### config.mk
export PLATFORM = sky130hd
export DESIGN_NAME = sec_decoder_awe_30bits_clk
export DESIGN_NICKNAME = d
export VERILOG_FILES = /design/src/rtl/sec_decoder_awe_30bits_clk.sv
export SDC_FILE = /design/constraint.sdc
export NUM_CORES = 1
export LEC_CHECK = 0
export BUFFER_PORTS_ARGS = -buffer_cell sky130_fd_sc_hd__buf_2
export CORE_MARGIN = 2
export CORE_UTILIZATION = 57
export CTS_CLUSTER_DIAMETER = 40
export DETAILED_ROUTE_END_ITERATION = 8
export PLACE_DENSITY = 0.78
export SLEW_MARGIN = 20
export SYNTH_ARGS = -nofsm -noshare
export SYNTH_HDL_FRONTEND = slang
export SYNTH_SLANG_ARGS = --single-unit
### constraint.sdc
create_clock -name clk -period 4 [get_ports clk]
set_input_delay 0.2 -clock clk [delete_from_list [all_inputs] [get_ports clk]]
set_output_delay 0.2 -clock clk [all_outputs]
set_load 0.03 [all_outputs]
### src/rtl/sec_decoder_awe_30bits_clk.sv
// Sequential SEC decoder for the AN code with A = 79: bit-serial residue, error search,
// +/-2^j correction, then restoring division by 79 to recover N.
module sec_decoder_awe_30bits_clk #(
  parameter int unsigned W_BITS = 38,
  parameter int unsigned N_BITS = 31,
  parameter int unsigned A      = 79
) (
  input  logic              clk,
  input  logic              rst_n,
  input  logic [W_BITS-1:0] W,
  output logic              found,
  output logic [N_BITS-1:0] N
);

  localparam int unsigned R_BITS = $clog2(A);
  localparam int unsigned C_BITS = W_BITS + 1;
  localparam int unsigned K_BITS = $clog2(W_BITS + 1);
  localparam logic [R_BITS:0]   A_EXT  = (R_BITS+1)'(A);
  localparam logic [K_BITS-1:0] K_LAST = K_BITS'(W_BITS - 1);
  localparam logic [K_BITS-1:0] K_DIV  = K_BITS'(W_BITS);

  typedef enum logic [2:0] {
    IDLE   = 3'd0,
    MOD    = 3'd1,
    SEARCH = 3'd2,
    CORR   = 3'd3,
    DIV    = 3'd4,
    DONE   = 3'd5
  } state_e;

  state_e              state_q, state_d;
  logic [W_BITS-1:0]   w_q, w_d;
  logic [R_BITS-1:0]   r_q, r_d;
  logic [R_BITS-1:0]   p_q, p_d;
  logic [R_BITS-1:0]   rem_q, rem_d;
  logic [K_BITS-1:0]   cnt_q, cnt_d;
  logic                hit_q, hit_d;
  logic                neg_q, neg_d;
  logic [C_BITS-1:0]   c_q, c_d;
  logic [N_BITS-1:0]   n_q, n_d;

  // Datapath helpers: residue step, power-of-two residue step, correction, division step
  logic [R_BITS:0]   mod_t, mod_r, p_dbl, p_nxt, div_t, div_r;
  logic [R_BITS-1:0] neg_p;
  logic [C_BITS-1:0] w_ext, pow, c_corr;
  logic              q_bit;

  always_comb begin
    mod_t  = {r_q, w_q[cnt_q]};
    mod_r  = (mod_t >= A_EXT) ? mod_t - A_EXT : mod_t;
    p_dbl  = {p_q, 1'b0};
    p_nxt  = (p_dbl >= A_EXT) ? p_dbl - A_EXT : p_dbl;
    neg_p  = R_BITS'(A_EXT - {1'b0, p_q});
    w_ext  = {1'b0, w_q};
    pow    = C_BITS'(1) << cnt_q;
    if (!hit_q)          c_corr = w_ext;
    else if (neg_q)      c_corr = w_ext + pow;
    else if (w_ext < pow) c_corr = w_ext;
    else                 c_corr = w_ext - pow;
    div_t  = {rem_q, c_q[C_BITS-1]};
    q_bit  = (div_t >= A_EXT);
    div_r  = q_bit ? div_t - A_EXT : div_t;
  end

  // Next-state and datapath register updates
  always_comb begin
    state_d = state_q;
    w_d     = w_q;
    r_d     = r_q;
    p_d     = p_q;
    rem_d   = rem_q;
    cnt_d   = cnt_q;
    hit_d   = hit_q;
    neg_d   = neg_q;
    c_d     = c_q;
    n_d     = n_q;
    unique case (state_q)
      IDLE, DONE: begin
        if (state_q == IDLE || W != w_q) begin
          state_d = MOD;
          w_d     = W;
          r_d     = '0;
          p_d     = R_BITS'(1);
          rem_d   = '0;
          cnt_d   = K_LAST;
          hit_d   = 1'b0;
          neg_d   = 1'b0;
          c_d     = '0;
        end
      end
      MOD: begin
        r_d = mod_r[R_BITS-1:0];
        if (cnt_q == '0) begin
          state_d = SEARCH;
          p_d     = R_BITS'(1);
        end else begin
          cnt_d = cnt_q - K_BITS'(1);
        end
      end
      SEARCH: begin
        if (r_q == '0) begin
          state_d = CORR;
        end else if (r_q == p_q) begin
          state_d = CORR;
          hit_d   = 1'b1;
        end else if (r_q == neg_p) begin
          state_d = CORR;
          hit_d   = 1'b1;
          neg_d   = 1'b1;
        end else if (cnt_q == K_LAST) begin
          state_d = CORR;
        end else begin
          p_d   = p_nxt[R_BITS-1:0];
          cnt_d = cnt_q + K_BITS'(1);
        end
      end
      CORR: begin
        c_d     = c_corr;
        rem_d   = '0;
        cnt_d   = '0;
        state_d = DIV;
      end
      DIV: begin
        c_d   = {c_q[C_BITS-2:0], q_bit};
        rem_d = div_r[R_BITS-1:0];
        cnt_d = cnt_q + K_BITS'(1);
        if (cnt_q == K_DIV) begin
          state_d = DONE;
          n_d     = c_d[N_BITS-1:0];
        end
      end
      default: state_d = IDLE;
    endcase
  end

  always_ff @(posedge clk or negedge rst_n) begin
    if (!rst_n) begin
      state_q <= IDLE;
      w_q     <= '0;
      r_q     <= '0;
      p_q     <= '0;
      rem_q   <= '0;
      cnt_q   <= '0;
      hit_q   <= 1'b0;
      neg_q   <= 1'b0;
      c_q     <= '0;
      n_q     <= '0;
    end else begin
      state_q <= state_d;
      w_q     <= w_d;
      r_q     <= r_d;
      p_q     <= p_d;
      rem_q   <= rem_d;
      cnt_q   <= cnt_d;
      hit_q   <= hit_d;
      neg_q   <= neg_d;
      c_q     <= c_d;
      n_q     <= n_d;
    end
  end

  // found tracks the live input so a changed W is never reported as decoded
  assign found = (state_q == DONE) && (W == w_q);
  assign N     = n_q;

endmodule

==> results.cfg, run 1 <==
[yosys]
yosysWarnings = 0
yosys-top-cells-area = dfrtp_1 (28%), ha_1 (8.8%), mux2_2 (6.4%), xnor2_1 (4.6%), a21oi_1 (4.2%)
async_reset_ff_share_pct = 100
synth-simple-area-share_pct = 15.6
synth.distinct_cells = 82
synth_top_area_share_pct = 28.5
netlist_instances = 1456
syn_area_um2 = 12300
yosys.area_share.adder_pct = 9.33
ys_ff_latch = 140
synth-seq-area-share_pct = 28.5
muxShareOfSynthArea_pct = 8.98
synthXorXnorAreaFrac_pct = 5.41
synth_top_family_by_area = compound AO/OA/AOI/OAI gates
synth_top_cell_by_area = dfrtp_1
ys.flop_type = dfrtp_1
syn_nets = 1586
synth_compound_area_share_pct = 26.6
avgSynthCellArea_um2 = 8.46
synth_edf_count = 0

[final_layout]
stdcell_count = 1992
design_area_um2 = 15700
drive_gt1_share_pct = 30.5
num-nets-final = 1833
final_util_pct = 74.4
syn_to_final_growth_pct = 27.5

[clock_network]
cts_root_buf = clkbuf_16
clk_pin_slew_ns = 0.07
numCtsBuffers = 17
clock-sinks = 140
clock_latency_ns = 0.44
cts_tree = yes
clockBufferDepth = 2
htreeDepth = 4

[floorplan]
fp.coreArea_um2 = 21100
dieWidth_um = 151
rows = 53
pin_count = 72
initial_core_util_pct = 58.4
fp.dieArea_um2 = 22800
die_h_um = 151

[timing]
worst_pin_slew_ns = 0.912
finalSetupViolCount = 1
setup_ws_ns = -0.0344
period_minus_slack_ns = 4.03
finalHoldViolCount = 0
max_freq_ghz = 0.248
final_max_slew_viol_count = 0
clock_skew_ns = 0.0136
max_slew_margin_pct = 39.2
min_period_over_period_pct = 101

[critical_path]
worstSetupEndpointType = register
max_stage_delay_ns = 0.55
path_cells = nand2b_4, nor3_2, buf_4, nand2_1, ha_1, or4_4, or2_1, a2111oi_2, buf_4, o21ai_2, o211ai_1, buf_4, or2_4, a221o_1, a31oi_1, a221o_1
crit_fanout = 5
cp_data_arrival_time_ns = 4.36
crit_buf_inv = 3
worst_setup_path_start_kind = register
required_ns = 4.32
crit_slowest_cell = or4_4
path_class = reg2reg
cpMostUsedCell = buf_4
cp_top_family = simple AND/OR/NAND/NOR gates

[run]
drv_cap = 0

[global_route]
antenna_found_initial = 0
grt_pass1_wl_mm = 70.2
grt_overflow_total = 0
grt_pass1_vias = 12600
grt_max_degree = 74
track_usage_pct = 40.6

[pwr]
pwr-share-comb_pct = 67.9
power_density_nw_per_um2 = 881
peakVddDrop_uv = 543
seq_power_share_pct = 19.1
p_leak_uw = 0.00710
p_sw_uw = 6690
p_sw_share_pct = 48.4
clkPwrFrac_pct = 12.9
internal_power_uw = 7140

[placed_design]
numPortBuffers = 71
placed_cells = 1946
dpl-instance-area_um2 = 14500
dp_hpwl_mm = 35.2
place_congestion = 1.03

[outcome]
violations = setup timing
status = finished with violations

[drt]
viasPerCell = 6.64
drc = 0
antenna_left = 0
vias = 13200
wl_mm = 46.8
firstDrtPassIters = 6
avgRoutedWirePerCell_um = 23.5
drt-initial-drc-count = 1669

[min_path]
hp-class = in2reg
[area by class of cell]
cell class                      count  area [um2]
Inverter                           94         357
Clock inverter                     14         208
Antenna cell                        1        2.50
Clock buffer                       18         429
Tap cell                          275         344
Timing Repair Buffer              314        2260
Fill cell                        1559        5390
Sequential cell                   140        3510
Multi-Input combinational cell   1136        8590
[path summary, 6_finish.rpt]
path	from	end	slack, ns	depth (start not counted)
worst max-delay path	cnt_q[4]$_DFFE_PN0P_	c_q[31]$_DFFE_PN0P_	-0.03	16
worst min-delay path	W[14]	w_q[14]$_DFFE_PN0P_	0.01	2
worst max register to register	cnt_q[4]$_DFFE_PN0P_	c_q[31]$_DFFE_PN0P_	-0.03	16
worst min register to register	N[0]$_DFFE_PN0P_	N[0]$_DFFE_PN0P_	0.48	2
max in group asynchronous	rst_n	cnt_q[0]$_DFFE_PN0P_	2.79	3
min in group asynchronous	rst_n	c_q[14]$_DFFE_PN0P_	0.35	2
[power by group through the flow]
| stage | Combinational [uW] | Clock [uW] | Sequential (uW) |
|---|---|---|---|
| floorplan | 5010 | 0 | 2330 |
| global placement | 8290 | 0 | 2540 |
| detailed placement | 8410 | 0 | 2570 |
| CTS | 8550 | 1790 | 2570 |
| global route | 9920 | 1860 | 2690 |
| finish | 9390 | 1790 | 2640 |
[flip-flops by register name (all words and copies together), names as in the netlist]
register	flops
r_q	7
w_q	38
N	31
hit_q	1
cnt_q	6
neg_q	1
p_q	7
rem_q	7
state_q	3
c_q	39
[kinds of logic (layout without fill, tap and decap cells)]
kind of cell,after synthesis,count (layout)
buffers and inverters,180,440
XOR/XNOR,76,76
other,0,1
adder cells (fa/ha/maj),90,90
AO/OA/AOI/OAI,479,479
multiplexers,88,88
AND/OR/NAND/NOR,403,403
flip-flops,140,140
[worst register-to-register path, stage by stage, from the launching register on]
cell and delay, ns:
dfrtp_2 0.48, nand2b_4 0.18, nor3_2 0.18, buf_4 0.19
nand2_1 0.08, ha_1 0.30, or4_4 0.55, or2_1 0.23
a2111oi_2 0.41, buf_4 0.22, o21ai_2 0.08, o211ai_1 0.17
buf_4 0.15, or2_4 0.14, a221o_1 0.14, a31oi_1 0.14
a221o_1 0.29
[cell usage after synthesis (all sizes together), types with 12 or more instances]
| master | number |
|---|---|
| o21bai | 17 |
| o21a | 14 |
| o31ai | 16 |
| a221o | 24 |
| nor4 | 14 |
| xor2 | 12 |
| o211ai | 22 |
| nor2b | 24 |
| nor2 | 93 |
| a31oi | 19 |
| nor3 | 33 |
| a21oi | 104 |
| nand4 | 21 |
| ha | 87 |
| buf | 14 |
| nand3 | 29 |
| xnor2 | 64 |
| clkbuf | 72 |
| mux2 | 70 |
| o21ai | 115 |
| a22oi | 17 |
| dfrtp | 140 |
| nand2 | 128 |
| nand2b | 16 |
| a21o | 20 |
| a221oi | 14 |
| inv | 94 |
| o221ai | 20 |
[metal layers]
metal	routed length [um]	vias up	GRT usage [%]
met5	0	-	0
met4	2110	0	15.8
met3	5250	192	8.52
met2	20500	909	62.4
met1	19000	6251	56.0
li1	-	5883	-
[placed cells by master (no fill, tap or decap), types with 15 or more instances in the layout]
cell type / Yosys / routed
o221ai_1: 20 / 19
nand2_1: 128 / 125
nor2b_1: 24 / 24
o211ai_1: 22 / 22
a221o_1: 24 / 24
nand3_1: 29 / 29
o21ai_0: 93 / 87
inv_1: 93 / 91
a31oi_1: 19 / 16
buf_2: 6 / 70
a21oi_1: 104 / 93
o31ai_1: 16 / 15
buf_4: 0 / 235
nand4_1: 21 / 21
o21bai_1: 17 / 15
o21ai_1: 20 / 23
clkbuf_16: 0 / 17
nor2_1: 93 / 84
a21o_1: 20 / 20
mux2_2: 70 / 70
nor3_1: 33 / 28
a22oi_1: 17 / 17
ha_1: 87 / 73
dfrtp_1: 140 / 135
xnor2_1: 64 / 64
[repair_timing]
| item | in CTS | in global routing |
|---|---|---|
| setup buffers | 1 | 11 |
| hold endpoints to repair | 72 | 0 |
| pin swaps | 3 | 21 |
| hold buffers | 1 | 0 |
| gates resized for setup | 17 | 78 |
| setup endpoints to repair | 17 | 40 |
[per-stage QoR]
| step | worst slack, ns | hold WS (ns) | TNS (ns) | power (uW) |
|---|---|---|---|---|
| finish | -0.0344 | 0.0142 | -0.0344 | 13800 |
| global route | -0.101 | 0.0223 | -0.854 | 14500 |
| CTS | 0.00448 | 0.0159 | 0 | 12900 |
| detailed placement | -0.178 | 0.257 | -1.11 | 11000 |
| global placement | -0.0773 | 0.250 | -0.0773 | 10800 |
| floorplan | 0.0112 | -0.0956 | 0 | 7330 |
(Power assumes the default switching activity.)
==> run 2: changes to the inputs <==
--- a/config.mk
+++ b/config.mk
@@ -11,6 +11,7 @@
 export CTS_CLUSTER_DIAMETER = 40
 export DETAILED_ROUTE_END_ITERATION = 8
 export PLACE_DENSITY = 0.78
+export REMOVE_ABC_BUFFERS = 1
 export SLEW_MARGIN = 20
 export SYNTH_ARGS = -nofsm -noshare
 export SYNTH_HDL_FRONTEND = slang
==> run 2 against run 1 <==
  * The run now ends clean
  * Largest power group unchanged
  * Global-route usage down 0.76 points
  * Largest cell class unchanged
  * Worst setup slack better by 0.12 ns
  * Clock-buffer cell count up 1
  * Highest routed layer unchanged
  * Fmax up 3.0%
==> results.cfg, run 2 (synthesis results as in run 1) <==
[drt]
antenna_left = 0
dr_wl_met3_mm = 4.86
viasPerCell = 6.71
avgRoutedWirePerCell_um = 23.3
drt-initial-drc-count = 1458
routed-wl-met2_mm = 20.0
firstDrtPassIters = 5
wirelength_met1_mm = 18.2
top_layer = met4
wl_mm = 45.4
vias = 13100
drc = 0

[run]
drv_cap = 0

[timing]
period_minus_slack_ns = 3.92
final_max_slew_viol_count = 0
max_freq_ghz = 0.255
worst_pin_slew_ns = 0.875
finalSetupViolCount = 0
clock_skew_ns = 0.0148
min_period_over_period_pct = 97.9
grt_setup_unrepaired = true
finalHoldViolCount = 0
hold_slack_ns = 0.0107
max_slew_margin_pct = 41.1

[global_route]
grt_max_degree = 73
grt_pass1_vias = 12400
grt_pass1_wl_mm = 69.0
antenna_found_initial = 0
grt_overflow_total = 0
track_usage_pct = 39.8

[critical_path]
required_ns = 4.33
path_cells = buf_4, nor3_1, buf_4, nand2_1, ha_1, buf_4, buf_4, nor2b_1, a2111oi_2, buf_4, a2111oi_4, o21ai_2, a311oi_4, o21ai_2, o31a_1, a31o_1, a221o_1
worst_setup_path_start_kind = register
worstSetupEndpointType = register
cp_top_family = compound AO/OA/AOI/OAI gates
path_class = reg2reg
max_stage_delay_ns = 0.44
cpMostUsedCell = buf_4
crit_buf_inv = 5
crit_fanout = 8
crit_slowest_cell = dfrtp_2
cp_data_arrival_time_ns = 4.25

[floorplan]
fp.coreArea_um2 = 21100
pin_count = 72
die_h_um = 151
initial_core_util_pct = 58.4
dieWidth_um = 151
rows = 53
fp.dieArea_um2 = 22800

[clock_network]
clk_pin_slew_ns = 0.07
clock_latency_ns = 0.44
cts_root_buf = clkbuf_16
numCtsBuffers = 17
clock-sinks = 140
clockBufferDepth = 2
cts_tree = yes
htreeDepth = 4

[final_layout]
regMostFlops = c_q
design_area_um2 = 15200
drive_gt1_share_pct = 27.1
final_cell_mix = buf_4 (197), dfrtp_1 (137), nand2_1 (128)
syn_to_final_growth_pct = 23.1
num-nets-final = 1791
largest_register_ffs = 39
layout_commonest_cell = buf_4

[pwr]
power_density_nw_per_um2 = 860
p_leak_uw = 0.00689
peakVddDrop_uv = 631

[outcome]
status = complete, no violations

[placed_design]
place_congestion = 1.04
dp_hpwl_mm = 33.9
numPortBuffers = 71
dpl-instance-area_um2 = 14200

[min_path]
hp-class = in2reg
## run 2: cell count changes in the layout (fill, tap and decap cells not counted), moves of 4 or more
cell and change:
ha_1 +10, ha_2 -6, ha_4 -4, buf_4 -38, a21oi_1 +4, a21oi_2 -4
nor2_1 +4, a221oi_1 -4, a221oi_2 +4
## run 2: through the flow
stage	power [uW]	setup slack, ns	instances	utilization, %	setup TNS, ns
after detailed placement	10600	-0.141	1911	67.4	-0.198
after CTS	12400	-0.0408	1944	70.5	-0.0408
after global placement	10500	0.0342	1911	67.4	0
after global routing	13700	-0.0725	1948	71.9	-0.431
final	13000	0.0827	1949	71.9	0
after floorplan	7120	-0.857	1370	-	-15.79
## run 2: cell type report
type | count | area, um2
Timing Repair Buffer | 272 | 1910
Tap cell | 275 | 344
Clock inverter | 12 | 153
Multi-Input combinational cell | 1136 | 8440
Clock buffer | 19 | 443
Sequential cell | 140 | 3510
Fill cell | 1680 | 5930
Inverter | 94 | 353
Antenna cell | 1 | 2.50
## run 2: report_power, final
group | switching (uW) | internal (uW)
clock network | 729 | 953
logic | 4940 | 3810
registers | 715 | 1880
total | 6380 | 6650
## run 2: metal layers
metal	global-route usage, %	up-vias
met5	0	-
met4	19.0	0
met3	7.41	179
met2	61.8	797
met1	53.8	6305
li1	-	5791
## run 2: path summary, 6_finish.rpt
check | start | endpoint | cells after the start | slack, ns
max | cnt_q[3]$_DFFE_PN0P_ | c_q[36]$_DFFE_PN0P_ | 17 | 0.08
max in group asynchronous | rst_n | cnt_q[4]$_DFFE_PN0P_ | 3 | 2.68
min reg2reg | N[0]$_DFFE_PN0P_ | N[0]$_DFFE_PN0P_ | 2 | 0.49
min | W[37] | w_q[37]$_DFFE_PN0P_ | 2 | 0.01
min in group asynchronous | rst_n | c_q[14]$_DFFE_PN0P_ | 2 | 0.36
max reg2reg | cnt_q[3]$_DFFE_PN0P_ | c_q[36]$_DFFE_PN0P_ | 17 | 0.08
## run 2: timing repair
item / in CTS / in global routing
resized for setup: 8 / 58
buffers inserted: 1 / 4
gates cloned: 0 / 0
pin swaps: 4 / 15
endpoints found under the setup margin: 5 / 34
hold endpoints to repair: 70 / 0
hold buffers: 1 / 0
## run 2: worst reg2reg max path, stage by stage, from the launching register on
cell	delay [ns]
dfrtp_2	0.44
buf_4	0.17
nor3_1	0.18
buf_4	0.16
nand2_1	0.08
ha_1	0.29
buf_4	0.15
buf_4	0.16
nor2b_1	0.17
a2111oi_2	0.08
buf_4	0.17
a2111oi_4	0.38
o21ai_2	0.15
a311oi_4	0.30
o21ai_2	0.14
o31a_1	0.31
a31o_1	0.22
a221o_1	0.28
